## config.mk

```make
export PLATFORM = sky130hd
export DESIGN_NAME = hilo_div_unit_flat
export DESIGN_NICKNAME = d
export VERILOG_FILES = /design/src/rtl/hilo_div_unit_if.sv /design/src/rtl/hilo_div_unit.sv /design/src/flat_wrapper.sv
export SDC_FILE = /design/constraint.sdc
export NUM_CORES = 1
export LEC_CHECK = 0
export BUFFER_PORTS_ARGS = -buffer_cell sky130_fd_sc_hd__buf_2
export CORE_UTILIZATION = 50
export DETAILED_ROUTE_END_ITERATION = 6
export GPL_ROUTABILITY_DRIVEN = 0
export PLACE_DENSITY = 0.69
export SLEW_MARGIN = 20
export SYNTH_ARGS = -nofsm -noshare
export SYNTH_HDL_FRONTEND = slang
export SYNTH_SLANG_ARGS = --single-unit
```

## constraint.sdc

```tcl
create_clock -name clk -period 4.9 [get_ports clk]
set_input_delay 0.245 -clock clk [delete_from_list [all_inputs] [get_ports clk]]
set_output_delay 0.245 -clock clk [all_outputs]
set_load 0.02 [all_outputs]
```

## src/rtl/hilo_div_unit_if.sv

```systemverilog
// Request/response bundle between the EX stage and the multi-cycle divider.
//   master (EX side): drives signed_div_i, opdata1_i, opdata2_i, start_i, annul_i;
//                     observes result_o, ready_o.
//   slave (divider):  the mirror image.
// result_o is packed {remainder, quotient} and is meaningful only while ready_o = 1.
interface hilo_div_unit_if #(
  parameter int unsigned WIDTH = 32
) ();
  logic                 signed_div_i;
  logic [WIDTH-1:0]     opdata1_i;
  logic [WIDTH-1:0]     opdata2_i;
  logic                 start_i;
  logic                 annul_i;
  logic [2*WIDTH-1:0]   result_o;
  logic                 ready_o;

  modport master (
    output signed_div_i, opdata1_i, opdata2_i, start_i, annul_i,
    input  result_o, ready_o
  );

  modport slave (
    input  signed_div_i, opdata1_i, opdata2_i, start_i, annul_i,
    output result_o, ready_o
  );
endinterface

```

## src/rtl/hilo_div_unit.sv

```systemverilog
// Multi-cycle restoring divider for DIV/DIVU, one quotient bit per cycle.
// Ports:
//   clk  - clock, rising edge
//   rst  - asynchronous active-high reset
//   bus  - hilo_div_unit_if.slave: signed_div_i, opdata1_i (dividend), opdata2_i (divisor),
//          start_i, annul_i in; result_o = {remainder, quotient}, ready_o out (registered).
// Divides magnitudes and applies the sign fix on the final iteration: quotient negated when
// operand signs differ, remainder takes the dividend's sign.
module hilo_div_unit #(
  parameter int unsigned WIDTH = 32
) (
  input logic            clk,
  input logic            rst,
  hilo_div_unit_if.slave bus
);

  localparam int unsigned CntW = (WIDTH > 1) ? $clog2(WIDTH) : 1;

  typedef enum logic [1:0] {StFree, StByZero, StOn, StEnd} state_e;

  state_e             state_q, state_d;
  logic [CntW-1:0]    cnt_q, cnt_d;
  logic [WIDTH-1:0]   rem_q, rem_d;
  logic [WIDTH-1:0]   dvd_q, dvd_d;     // dividend bits shift out, quotient bits shift in
  logic [WIDTH-1:0]   dvs_q, dvs_d;
  logic               quot_neg_q, quot_neg_d;
  logic               rem_neg_q, rem_neg_d;
  logic               ready_q, ready_d;
  logic [2*WIDTH-1:0] result_q, result_d;

  logic [WIDTH:0]     shifted;
  logic [WIDTH-1:0]   diff;
  logic               fits;
  logic               last_iter;
  logic               neg1, neg2;
  logic [WIDTH-1:0]   abs1, abs2;
  logic [WIDTH-1:0]   quot_fix, rem_fix;

  // State register, datapath and registered outputs
  always_ff @(posedge clk or posedge rst) begin
    if (rst) begin
      state_q    <= StFree;
      cnt_q      <= '0;
      rem_q      <= '0;
      dvd_q      <= '0;
      dvs_q      <= '0;
      quot_neg_q <= 1'b0;
      rem_neg_q  <= 1'b0;
      ready_q    <= 1'b0;
      result_q   <= '0;
    end else begin
      state_q    <= state_d;
      cnt_q      <= cnt_d;
      rem_q      <= rem_d;
      dvd_q      <= dvd_d;
      dvs_q      <= dvs_d;
      quot_neg_q <= quot_neg_d;
      rem_neg_q  <= rem_neg_d;
      ready_q    <= ready_d;
      result_q   <= result_d;
    end
  end

  // Next state and datapath
  always_comb begin
    // Partial remainder is WIDTH+1 bits after the shift; the difference always fits in WIDTH.
    shifted    = {rem_q, dvd_q[WIDTH-1]};
    fits       = (shifted >= {1'b0, dvs_q});
    diff       = shifted[WIDTH-1:0] - dvs_q;
    last_iter  = (cnt_q == CntW'(WIDTH - 1));
    neg1       = bus.signed_div_i & bus.opdata1_i[WIDTH-1];
    neg2       = bus.signed_div_i & bus.opdata2_i[WIDTH-1];
    abs1       = neg1 ? -bus.opdata1_i : bus.opdata1_i;
    abs2       = neg2 ? -bus.opdata2_i : bus.opdata2_i;

    state_d    = state_q;
    cnt_d      = cnt_q;
    rem_d      = rem_q;
    dvd_d      = dvd_q;
    dvs_d      = dvs_q;
    quot_neg_d = quot_neg_q;
    rem_neg_d  = rem_neg_q;

    case (state_q)
      StFree: begin
        if (bus.start_i && !bus.annul_i) begin
          if (bus.opdata2_i == '0) begin
            state_d = StByZero;
          end else begin
            state_d    = StOn;
            cnt_d      = '0;
            rem_d      = '0;
            dvd_d      = abs1;
            dvs_d      = abs2;
            quot_neg_d = neg1 ^ neg2;
            rem_neg_d  = neg1;
          end
        end
      end
      StByZero: state_d = bus.annul_i ? StFree : StEnd;
      StOn: begin
        if (bus.annul_i) begin
          state_d = StFree;
        end else begin
          rem_d = fits ? diff : shifted[WIDTH-1:0];
          dvd_d = {dvd_q[WIDTH-2:0], fits};
          cnt_d = cnt_q + 1'b1;
          if (last_iter) state_d = StEnd;
        end
      end
      StEnd: begin
        if (bus.annul_i || !bus.start_i) state_d = StFree;
      end
      default: state_d = StFree;
    endcase
  end

  // Next values of the registered outputs
  always_comb begin
    quot_fix = quot_neg_q ? -dvd_d : dvd_d;
    rem_fix  = rem_neg_q ? -rem_d : rem_d;
    ready_d  = 1'b0;
    result_d = '0;
    case (state_q)
      StByZero: ready_d = !bus.annul_i;
      StOn: begin
        if (!bus.annul_i && last_iter) begin
          ready_d  = 1'b1;
          result_d = {rem_fix, quot_fix};
        end
      end
      StEnd: begin
        if (!bus.annul_i && bus.start_i) begin
          ready_d  = ready_q;
          result_d = result_q;
        end
      end
      default: ;
    endcase
  end

  assign bus.ready_o  = ready_q;
  assign bus.result_o = result_q;

endmodule

```

## src/flat_wrapper.sv

```systemverilog
// flat-port wrapper written by rule: the top's interface ports become plain ports
module hilo_div_unit_flat 
#(
  parameter int unsigned WIDTH = 32
)
  (clk, rst, bus_signed_div_i, bus_opdata1_i, bus_opdata2_i, bus_start_i, bus_annul_i, bus_result_o, bus_ready_o);
  hilo_div_unit_if #(.WIDTH(WIDTH)) bus_i ();
  input logic clk;
  input logic rst;
  input wire logic [$bits(bus_i.signed_div_i)-1:0] bus_signed_div_i;
  input wire logic [$bits(bus_i.opdata1_i)-1:0] bus_opdata1_i;
  input wire logic [$bits(bus_i.opdata2_i)-1:0] bus_opdata2_i;
  input wire logic [$bits(bus_i.start_i)-1:0] bus_start_i;
  input wire logic [$bits(bus_i.annul_i)-1:0] bus_annul_i;
  output wire logic [$bits(bus_i.result_o)-1:0] bus_result_o;
  output wire logic [$bits(bus_i.ready_o)-1:0] bus_ready_o;
  assign bus_i.signed_div_i = bus_signed_div_i;
  assign bus_i.opdata1_i = bus_opdata1_i;
  assign bus_i.opdata2_i = bus_opdata2_i;
  assign bus_i.start_i = bus_start_i;
  assign bus_i.annul_i = bus_annul_i;
  assign bus_result_o = bus_i.result_o;
  assign bus_ready_o = bus_i.ready_o;
  hilo_div_unit #(.WIDTH(WIDTH)) u_core (.clk(clk), .rst(rst), .bus(bus_i));
endmodule
```

# Word level (Yosys, flattened, before mapping)
# Index checks and enable logic that the tools add are counted.
[op_classes] n_bitwise=4 muxes=30 n_lt_le_gt_ge=1 reduce_logical=11 addsub=6 eq_ne=10
[op_table] cell="two-way mux 32 bit" count=11
[op_table] cell="two-way mux 64 bit" count=2
[op_table] cell="negation 32 bit" count=4
[op_table] cell="one-hot mux 32 bit (2 select lines)" count=2
[op_table] cell="one-hot mux 64 bit (2 select lines)" count=1
[op_table] cell="greater-or-equal comparator 33 x 32 -> 1 bit" count=1
[op_table] cell="zero test 32 bit" count=1
[op_table] cell="subtractor 32 bit" count=1
[op_table] cell="two-way mux 5 bit" count=3
[op_table] cell="two-way mux 2 bit" count=6
[op_table] cell="one-hot mux 5 bit (2 select lines)" count=1
[op_table] cell="one-hot mux 2 bit (4 select lines)" count=1
[op_table] cell="inequality test 2 bit, second input constant" count=3
[op_table] cell="AND reduction 3 bit" count=2
[op_table] cell="adder 5 x 1 -> 5 bit, second input constant" count=1
[op_table] cell="== test 5 bit, second input constant" count=1
[op_table] cell="== test 2 bit, second input constant" count=2
[op_table] cell="inequality test 2 x 1 -> 1 bit, second input constant" count=2
[op_table] cell="AND reduction 4 bit" count=1
[op_table] cell="inequality test 3 x 2 -> 1 bit, second input constant" count=1
[op_table] cell="one-hot mux 1 bit (3 select lines)" count=1
[op_table] cell="bitwise AND 1 bit" count=2
[op_table] cell="== test 2 x 1 -> 1 bit, second input constant" count=1
[op_table] cell="logical AND 1 bit" count=2
[op_table] cell="7 further kinds" count=9
[word_totals] wordCells=71 register_bits=170 out_inout_bits=65

# Logic depth before layout (Yosys ltp)
[depth] word_depth=9 mapped_depth=17 depth_no_buf=16

# Worst setup path after synthesis
# Ideal clock, no wire load.
[synth_timing] path_kind="reg-to-reg" start="register u_core.rem_q[17]" end="register u_core.result_q[63], in the netlist u_core.bus.result_o[63]" t_required_ps=4774 setup_time_ps=126 slack_ps=606 arrival_time_ps=4168 path_stages_with_launch=16 cell_sequence="dfrtp_1 > ha_1 > buf_2 > a21oi_1 > o21ai_1 > a221oi_2 > o211a_2 > buf_4 > a211oi_1 > a211oi_1 > o211ai_1 > or4b_1 > buf_2 > nor4_1 > mux2_2 > a221o_1"
[synth_between] elab_chain_len=8 elab_cells_between_ends=11 cone_classes="add/sub: 2; order compare: 1; mux: 8"
[synth_rtl] item="from (decl)" line="hilo_div_unit.sv:23" rtl="logic [WIDTH-1:0] rem_q, rem_d;"
[synth_rtl] item="from (signal assigned)" line="hilo_div_unit.sv:54" rtl="rem_q <= rem_d;"
[synth_rtl] item="subtractor 32 bit / greater-or-equal comparator 33 x 32 -> 1 bit (equally long branches)" line="hilo_div_unit.sv:69, hilo_div_unit.sv:68"
[synth_rtl] item="two-way mux 32 bit" line="hilo_div_unit.sv:105" rtl="rem_d = fits ? diff : shifted[WIDTH-1:0];"
[synth_rtl] item="two-way mux 32 bit" line="hilo_div_unit.sv:102" rtl="if (bus.annul_i) begin"
[synth_rtl] item="one-hot mux 32 bit (2 select lines) *" line="hilo_div_unit.sv:84" rtl="case (state_q)"
[synth_rtl] item="negation 32 bit" line="hilo_div_unit.sv:121" rtl="rem_fix = rem_neg_q ? -rem_d : rem_d;"
[synth_rtl] item="two-way mux 32 bit *" line="hilo_div_unit.sv:121"
[synth_rtl] item="two-way mux 64 bit *" line="hilo_div_unit.sv:127" rtl="if (!bus.annul_i && last_iter) begin"
[synth_rtl] item="one-hot mux 64 bit (2 select lines) *" line="hilo_div_unit.sv:124" rtl="case (state_q)"
[synth_rtl] item="to (signal assigned)" line="hilo_div_unit.sv:60" rtl="result_q <= result_d;"
[synth_rtl] item="to (decl)" line="hilo_div_unit.sv:29" rtl="logic [2*WIDTH-1:0] result_q, result_d;"
# Every way passes the cells marked *; elsewhere a longest branch is shown, timed or not.
# A chain may end at the register's enable or synchronous reset.

# Worst setup path in the final report
[layout_timing] start="register u_core.rem_q[15]" end="register u_core.result_q[58], in the netlist u_core.bus.result_o[58]"
# Same word-level chain as after synthesis.

==> flow_metrics.py <==
metrics = {
    "placement": {
        "pre_cts_slack_ps": -50.1,
        "place_hpwl_mm": 29.0,
        "io_buffers": 133,
        "dp_cells": 1892,
    },
    "floorplan": {
        "floorplan.initialDensity_pct": 51.4,
        "dieArea_sq_mm": 0.0249,
        "coreArea_sq_mm": 0.0236,
        "num_rows": 56,
        "die_y_microns": 158,
        "ios": 134,
        "die_x_microns": 158,
    },
    "job": {
        "max_cap_viol_count": 0,
    },
    "logic_synthesis": {
        "yosys-top-cells-area": "dfrtp_1 (35%), o21ai_0 (6.8%), nand2_1 (6.3%), xor2_1 (5.6%), xnor2_1 (4.4%)",
        "synthCells": 1455,
        "synth_edf_count": 0,
        "synth_top_cell_by_area": "dfrtp_1",
        "ys.flop_type": "dfrtp_1",
        "async_reset_ff_share_pct": 100,
        "synth-seq-cells": 170,
        "synth_nets": 1567,
        "syn_area_sq_mm": 0.0121,
        "yosysMostFrequentCell": "nand2_1",
        "netlist_top_cells_count": "nand2_1 (204), dfrtp_1 (170), o21ai_0 (165)",
        "synth.yosys.warnings": 0,
        "synth_top_cell_area_share_pct": 35.1,
        "yosysUniqueCellTypes": 81,
        "ys_seq_area_share_pct": 35.1,
        "avgSynthCellArea_sq_um": 8.33,
    },
    "route": {
        "vias": 11800,
        "wire_per_inst_microns": 19.6,
        "ant_nets": 0,
        "drt_wl_total_mm": 37.8,
        "drt_iter0_drc": 1064,
        "dr.pass1.iters": 5,
        "via_per_inst": 6.12,
        "drc": 0,
    },
    "timing": {
        "slew_violations": 0,
        "finalCritPeriodShare_pct": 96.9,
        "max_freq_mhz": 211,
        "report.final.hold_viol_count": 0,
        "layout_setup_ws_ps": 150,
        "max-slew-margin-rel_pct": 24.8,
        "finalSetupViolations": 0,
        "fin_skew_ps": 17.8,
        "fin_crit_ps": 4750,
        "tightest_slew_ps": 1130,
    },
    "final_layout": {
        "multi_input_area_sq_mm": 0.00731,
        "nFillCells": 2157,
        "drive_above_1_share_pct": 16.9,
        "fin_cells": 1925,
        "fin_nets": 1705,
        "seq_area_sq_mm": 0.00425,
        "syn_to_final_growth_pct": 15.8,
        "diodes": 0,
    },
    "min_path": {
        "worstHoldPathType": "in -> reg",
    },
    "power": {
        "leakagePower_nw": 6.46,
        "vdd_ir_drop_max_uv": 313,
        "finalPower_mw": 8.24,
        "cellPowerDensity_mw_per_mm2": 587,
    },
    "clock_network": {
        "clkLatencyLatePin_ps": 450,
        "post_cts_buffers": 0,
        "clk_path_buf_depth": 2,
        "cts_buffers": 17,
        "clock_sinks": 170,
        "path_clk_slew_ps": 80,
        "h-tree-depth": 4,
        "clockRootBuffer": "clkbuf_16",
        "cts_tree": "yes",
    },
    "critical_path": {
        "crit_buf_inv": 2,
        "path_cells": "ha_1, nand4_1, nor4_1, a21boi_4, o31a_1, buf_4, nor3_1, a211oi_1, o211ai_1, or4b_1, buf_4, o41ai_1, xnor2_1, o21ai_0",
        "r2r_slack_ps": 150,
        "crit_top_cell": "buf_4",
        "max_stage_delay_ps": 560,
        "critPathKind": "reg -> reg",
        "cp_data_arrival_time_ps": 5030,
        "cp_max_fo": 9,
        "start_kind": "flop",
        "cp_top_family": "compound AO/OA/AOI/OAI gates",
        "crit_path_end_kind": "flop",
        "cp_data_required_time_ps": 5180,
        "crit_slowest_cell": "or4b_1",
    },
    "global_route": {
        "grt_pass1_wl_mm": 59.9,
        "grt_antenna_before_repair": 0,
        "grt_max_degree": 83,
        "grt_pass1_vias": 11200,
        "track_usage_pct": 31.1,
        "overflow": 0,
    },
    "status": {
        "status": "complete, no violations",
    },
}
-- through the flow --
step           hold WS (ps)  utilization (%)  area (sq um)  setup TNS [ps]
2_1_floorplan           381                -         12100               0
3_3_place_gp            449             56.7         13400               0
3_5_place_dp            454             56.7         13400            -161
4_1_cts                98.2             59.4         14000               0
5_1_grt                 108             59.5         14000           -64.1
6_report                107             59.5         14000               0
-- cell usage in the layout, fill, tap and decap left out, drive strengths merged, types with 18 or more instances in the layout --
cell type,n
a21oi,72
dfrtp,170
ha,42
o21ai,181
nand2,204
xor2,78
xnor2,61
o31ai,30
nor3,33
o41ai,18
nor4,21
or3,22
nand4,21
o211ai,27
nor2,65
nand3,22
inv,84
buf,198
-- worst min-delay path, stage by stage --
cell	delay (ps)
buf_2	120
nand2_1	50
a31oi_1	80
-- sequential cells by signal, indices dropped and copies added, names as in the netlist, 2 cells and up --
name,count
u_core.dvd_q,32
u_core.state_q,2
u_core.rem_q,32
u_core.cnt_q,5
u_core.bus.result_o,64
u_core.dvs_q,32
-- what timing repair did --
| item | CTS | global route |
|---|---|---|
| hold buffers | 1 | 0 |
| setup endpoints to repair | 0 | 18 |
| hold endpoints to repair | 55 | 0 |
| gates resized for setup | 0 | 4 |
-- routing by layer --
layer,share of wire (%),up-vias,global-route usage [%]
met5,0,-,0
met4,5.3,0,16.8
met3,5.2,114,4.95
met2,47,452,51.2
met1,42,5648,39.0
li1,-,5565,-
-- cells by family (layout without fill, tap and decap cells) --
logic type      after synthesis  count (layout)  synth area share [%]
compound gates              465             465                  25.0
fa+ha+maj                    43              43                  4.50
buf+inv                     155             306                  5.13
xor+xnor                    139             139                  10.0
mux                          23              23                  2.00
simple gates                460             460                  18.3
flops                       170             170                  35.1
-- cell type report --
| cell class | instances | share of cell area (%) |
|---|---|---|
| well taps | 319 | 2.84 |
| clock inverters | 15 | 1.45 |
| multi-input cells | 1130 | 52.1 |
| flip-flops and latches | 170 | 30.3 |
| clock buffers | 17 | 3.03 |
| inverters | 75 | 2.04 |
| repair buffers | 199 | 8.29 |
-- worst paths after layout --
check | startpoint | end | cells after the start
setup / recovery | u_core.rem_q[15] | u_core.bus.result_o[58] | 14
hold / removal | bus_opdata2_i[1] | u_core.dvs_q[1] | 3
setup reg to reg | u_core.rem_q[15] | u_core.bus.result_o[58] | 14
hold reg to reg | u_core.bus.result_o[47] | u_core.bus.result_o[47] | 2
max in group asynchronous | rst | u_core.dvd_q[2] | 4
min in group asynchronous | rst | u_core.cnt_q[1] | 3
-- power by group --
group	internal [mW]	switching [mW]	leakage [nW]
clock	0.711	0.719	0.303
combinational	1.79	2.95	3.89
sequential	1.74	0.327	2.26
total	4.24	4.00	6.46
Power figures use the tool's default switching activity.
